$ cat src/rtl/mul_ctrl.sv
// mul_ctrl: iterative shift-add multiplier controller that stalls decode while a MUL is in flight.
// Build option: define MUL_CTRL_RADIX4_EN to retire two multiplier bits per BUSY cycle.
//
// state | meaning
// IDLE  | waiting for a MUL from decode
// BUSY  | shift-add steps running, decode held
// DONE  | one-cycle writeback pulse
module mul_ctrl #(
  parameter int XLEN = 32
) (
  input  logic            clk,
  input  logic            rst,
  input  logic            valid_i,
  input  logic            flush_i,
  input  logic [XLEN-1:0] rs1_data_i,
  input  logic [XLEN-1:0] rs2_data_i,
  input  logic [4:0]      rd_i,
  output logic            stall_o,
  output logic            result_valid_o,
  output logic [XLEN-1:0] result_o,
  output logic [4:0]      rd_o
);

  localparam int CW = $clog2(XLEN) + 1;
`ifdef MUL_CTRL_RADIX4_EN
  localparam int STEPS = XLEN / 2;
  localparam int SHIFT = 2;
`else
  localparam int STEPS = XLEN;
  localparam int SHIFT = 1;
`endif

  typedef enum logic [1:0] {IDLE, BUSY, DONE} state_t;

  state_t          r_state;
  state_t          w_state_nxt;
  logic [XLEN-1:0] r_mcand;
  logic [XLEN-1:0] r_mplier;
  logic [XLEN-1:0] r_acc;
  logic [XLEN-1:0] r_result;
  logic [XLEN-1:0] w_partial;
  logic [CW-1:0]   r_cnt;
  logic [4:0]      r_rd;
  logic [4:0]      r_rd_out;
  logic            w_accept;
  logic            w_step;
  logic            w_done;

  always_comb begin
`ifdef MUL_CTRL_RADIX4_EN
    w_partial = (r_mplier[0] ? r_mcand : '0) + (r_mplier[1] ? (r_mcand << 1) : '0);
`else
    w_partial = r_mplier[0] ? r_mcand : '0;
`endif
  end

  // flush and reset qualify every state action so a killed op never stalls or writes back
  assign w_accept = !rst && !flush_i && valid_i && (r_state == IDLE);
  assign w_step   = !rst && !flush_i && (r_state == BUSY);
  assign w_done   = !rst && !flush_i && (r_state == DONE);

  always_comb begin
    w_state_nxt    = r_state;
    stall_o        = 1'b0;
    result_valid_o = 1'b0;
    result_o       = r_result;
    rd_o           = r_rd_out;
    case (r_state)
      IDLE: begin
        if (w_accept) w_state_nxt = BUSY;
        stall_o = w_accept;
      end
      BUSY: begin
        if (flush_i)                 w_state_nxt = IDLE;
        else if (r_cnt == CW'(1))    w_state_nxt = DONE;
        stall_o = w_step;
      end
      DONE: begin
        w_state_nxt    = IDLE;
        result_valid_o = w_done;
        if (w_done) begin
          result_o = r_acc;
          rd_o     = r_rd;
        end
      end
      default: w_state_nxt = IDLE;
    endcase
  end

  always_ff @(posedge clk) begin
    if (rst) begin
      r_state  <= IDLE;
      r_mcand  <= '0;
      r_mplier <= '0;
      r_acc    <= '0;
      r_result <= '0;
      r_cnt    <= '0;
      r_rd     <= '0;
      r_rd_out <= '0;
    end else begin
      r_state <= w_state_nxt;
      if (w_accept) begin
        r_mcand  <= rs1_data_i;
        r_mplier <= rs2_data_i;
        r_rd     <= rd_i;
        r_acc    <= '0;
        r_cnt    <= CW'(STEPS);
      end else if (w_step) begin
        r_acc    <= r_acc + w_partial;
        r_mcand  <= r_mcand << SHIFT;
        r_mplier <= r_mplier >> SHIFT;
        r_cnt    <= r_cnt - CW'(1);
      end
      // holding copy so result_o/rd_o keep the last writeback between pulses
      if (w_done) begin
        r_result <= r_acc;
        r_rd_out <= r_rd;
      end
    end
  end

endmodule

$ cat config.mk
export PLATFORM = sky130hd
export DESIGN_NAME = mul_ctrl
export DESIGN_NICKNAME = d
export VERILOG_FILES = /design/src/rtl/mul_ctrl.sv
export SDC_FILE = /design/constraint.sdc
export NUM_CORES = 1
export LEC_CHECK = 0
export ABC_CLOCK_PERIOD_IN_PS = 2690
export CAP_MARGIN = 40
export CORE_MARGIN = 1.5
export CORE_UTILIZATION = 45
export CTS_CLUSTER_SIZE = 28
export DETAILED_ROUTE_END_ITERATION = 7
export GPL_TIMING_DRIVEN = 0
export PLACE_DENSITY = 0.8
export RECOVER_POWER = 25
export SLEW_MARGIN = 15
export SYNTH_ARGS = -nofsm -noshare
export SYNTH_HDL_FRONTEND = slang
export SYNTH_SLANG_ARGS = --single-unit
$ cat constraint.sdc
create_clock -name clk -period 2.69 [get_ports clk]
set_input_delay 0.4035 -clock clk [delete_from_list [all_inputs] [get_ports clk]]
set_output_delay 0.4035 -clock clk [all_outputs]
set_load 0.05 [all_outputs]
==> metrics.txt <==
relative max-transition margin=0.498; crit path time final=roughly 2700 ps; register bit count reported by yosys=about 150; slowest stage cell on the critical path=ha_2; DRT Wirelength=~23,000 um; final setup skew=between 9 and 10 ps; hold path start=r_rd[0]; Final Hold Vio Count=0; post-synthesis instance area=around 0.0078 sq mm; Vias/cell=~5.6; synthesized netlist net count=approximately 1,100; fraction of the cycle the final worst path needs=0.989; Worst Setup SP=r_mplier[0]; Post-Synthesis Mean Instance Area=8.09 sq um; number of flops mapped to enable cells by yosys=0; clock slew at the register clock pins of the worst setup and hold paths=approximately 60 ps; multi-input logic area=approximately 0.0048 sq mm; XOR/XNOR share of the synthesized area=0.0258; simple-gate share of the synthesized area=0.255; grt met2 use=0.415; number of antenna violations at the first check in global routing=2; static leakage=0.00392 uW; dominant register cell in the synthesized netlist=dfxtp_1; Final Non-Filler Cells=1,343; DRC violation count after routing=0; met3 Resource Use GR=0.0649; height of the die=approximately 130 um; number of warnings reported in the yosys synthesis log=0; area growth from synthesis to layout=30.5%; synthesized instance count=between 900 and 1,000; master cell of the clock root buffer=clkbuf_16; largest fanout on the critical path=10; adder and majority gate portion of the synthesized area=0.0555; total core area=0.0168 sq mm; startpoint types=flop; # port buffers=110; final RePlAce weighted congestion=between 0.9 and 1; count of nets after finishing=between 1,000 and 1,500; critical path start-end classification=flop to flop; PwrDens=between 400 and 500 mW/mm^2; total die area=roughly 0.018 sq mm; fraction of registers with async set/reset=0; number of standard-cell rows in the floorplan=between 40 and 50; detail-routed net length per standard cell=about 17 um; remaining antenna violation count after routing=0; met1 Track Usage GR=0.325; share of post-route cells with drive strength above 1=0.169; overall power=about 5100 uW; number of global-route vias before repair=around 7,400; reg2reg start=r_mplier[0]; router iterations before antenna repair=5; Initial DRC Count=647; compound-cell area share of the yosys netlist=0.191; Worst IR Drop VDD=~0.48 mV; result of the run=completed; number of buffers added by the clock tree synthesis step=17; GRT Max-Usage Layer=met2; arrival time worst endpoint=3000 ps; Unique masters post-synth=between 60 and 70; first-pass GRT wire length=36,700 um; die extent in x=135 um; total of max-cap violations=0; combinational family with the most area after synthesis=simple AND/OR/NAND/NOR gates; Achievable Freq=between 300 and 400 MHz; Skew-Pair Late Insertion Delay=around 430 ps; H-Tree Depth=4; largest buffer count on any clock path=2; series of cell instances along the critical path=clkbuf_8 -> and2_1 -> ha_2 -> nand2_2 -> o211ai_1 -> nand2_2 -> a211oi_4 -> o211ai_1 -> buf_4 -> and3b_1 -> o31ai_2; vias after detailed routing=7,552; Post-CTS Hold Buffers=0; Least-Margin Pin Slew=753 ps; unrepaired setup endpoints after global routing=true; effective utilization at floorplan=0.466; total congestion overflow=0; stage delay of the slowest cell on the critical path=around 410 ps; Layout Utilization=0.608; clock tree from TritonCTS=built; Final HPWL DP=16,200 um; Tot GR Track Use=0.255; setup violators final=0; Placed Cells=about 1,300; number of fill cells in the layout=~1,400; sequential cell area=0.00293 sq mm; count of clock tree sinks=~150; Ports=between 100 and 150; Critical Path Sink Type=flop; Worst Hold Margin=around 470 ps; Final Slew Violations=0; largest net degree at the start of global routing=18; endpoint required time on the critical path=~3000 ps; sequential area share after synthesis=0.375; portion of netlist area occupied by mux cells=0.0587; Hold Crit Class=flop to flop
## metrics by stage
stage	TNS [ps]	setup WS, ps	area [sq um]
3_3_place_gp	-26830	-894	9180
6_report	0	29.9	10200
2_1_floorplan	0	138	7800
4_1_cts	-109	-96.4	9930
3_5_place_dp	-27680	-908	9180
5_1_grt	-456	-48.2	10200
## area by class of cell
class                           count  area share
Multi-Input combinational cell    742       0.474
Sequential cell                   146       0.287
Timing Repair Buffer              130       0.120
Clock buffer                       21      0.0432
Buffer                             64      0.0301
Tap cell                          220      0.0270
Clock inverter                     11      0.0150
Inverter                            7     0.00258
Antenna cell                        2    0.000491
## cells in the mapped netlist (all sizes together), types with 3 or more instances
| cell | n | share of area |
|---|---|---|
| a211oi | 6 | 0.0074 |
| a21boi | 3 | 0.0029 |
| a21o | 7 | 0.0067 |
| a21oi | 54 | 0.037 |
| a22oi | 3 | 0.0029 |
| a311oi | 62 | 0.070 |
| a31oi | 8 | 0.0064 |
| and2 | 39 | 0.031 |
| and3 | 3 | 0.0024 |
| buf | 18 | 0.012 |
| clkbuf | 51 | 0.025 |
| dfxtp | 146 | 0.37 |
| ha | 33 | 0.053 |
| inv | 7 | 0.0034 |
| mux2 | 38 | 0.055 |
| mux2i | 3 | 0.0038 |
| nand2 | 198 | 0.096 |
| nand3 | 17 | 0.011 |
| nand4 | 6 | 0.0048 |
| nor2 | 101 | 0.049 |
| nor2b | 40 | 0.032 |
| nor3 | 11 | 0.0077 |
| o211ai | 7 | 0.0074 |
| o21a | 3 | 0.0029 |
| o21ai | 36 | 0.023 |
| o21bai | 3 | 0.0029 |
| o31ai | 3 | 0.0042 |
| or4 | 3 | 0.0029 |
| xnor2 | 8 | 0.0090 |
| xor2 | 15 | 0.017 |
## routing by layer
metal  vias up  wire [um]
met5         -          0
met2       289      10600
met4         0        611
met3        47       1620
met1      3531      10100
li1       3685          -
## repair_timing
action                                  CTS  global route
cloned                                    0             0
buffers inserted                          9            11
resized for setup                       194            46
endpoints found under the setup margin   65            53
pin swaps                                 6            18
## cells by family after synthesis
family	Yosys count
and+or+nand+nor	433
AOI/OAI and AO/OA	211
adders and majority gates	34
DFF	146
buffers and inverters	76
muxes	41
xor gates and xnor gates	23
## worst paths after layout
check	cells past startpoint	to	slack, ps
min reg2reg	2	r_rd[0]	470
max reg2reg	11	r_acc[30]	30
max	11	r_acc[30]	30
min	2	r_rd[0]	470
## registers in the layout, indices dropped and copies added (netlist names)
signal,cells
r_acc,32
r_cnt,6
r_mcand,32
r_mplier,32
r_rd,5
r_rd_out,5
r_result,32
r_state,2
## cell usage in the layout (no fill, tap or decap), types with 18 or more instances in the layout
cell             count
a21oi_1             43
a311oi_1            62
and2_1              36
buf_4               29
clkbuf_1            45
clkdlybuf4s15_2     18
clkdlybuf4s50_1     70
dfxtp_1            145
ha_1                22
mux2_2              32
nand2_1            194
nor2_1              99
nor2b_1             39
o21ai_0             28
## where the power goes
part           internal, uW  leakage (uW)  switching (uW)
sequential             2220       0.00118            44.5
combinational           180       0.00245             209
clock                  1470      0.000279             947
total                  3870       0.00392            1200
## worst max-delay path: cells and delay by family (launching register included)
| kind | cells | cell delay, ps |
|---|---|---|
| AO/OA/AOI/OAI | 4 | 870 |
| AND/OR/NAND/NOR | 4 | 600 |
| adder cells (fa/ha/maj) | 1 | 410 |
| flip-flops | 1 | 370 |
| buffers and inverters | 2 | 320 |
No activity file was read; power rests on OpenSTA's default activity.
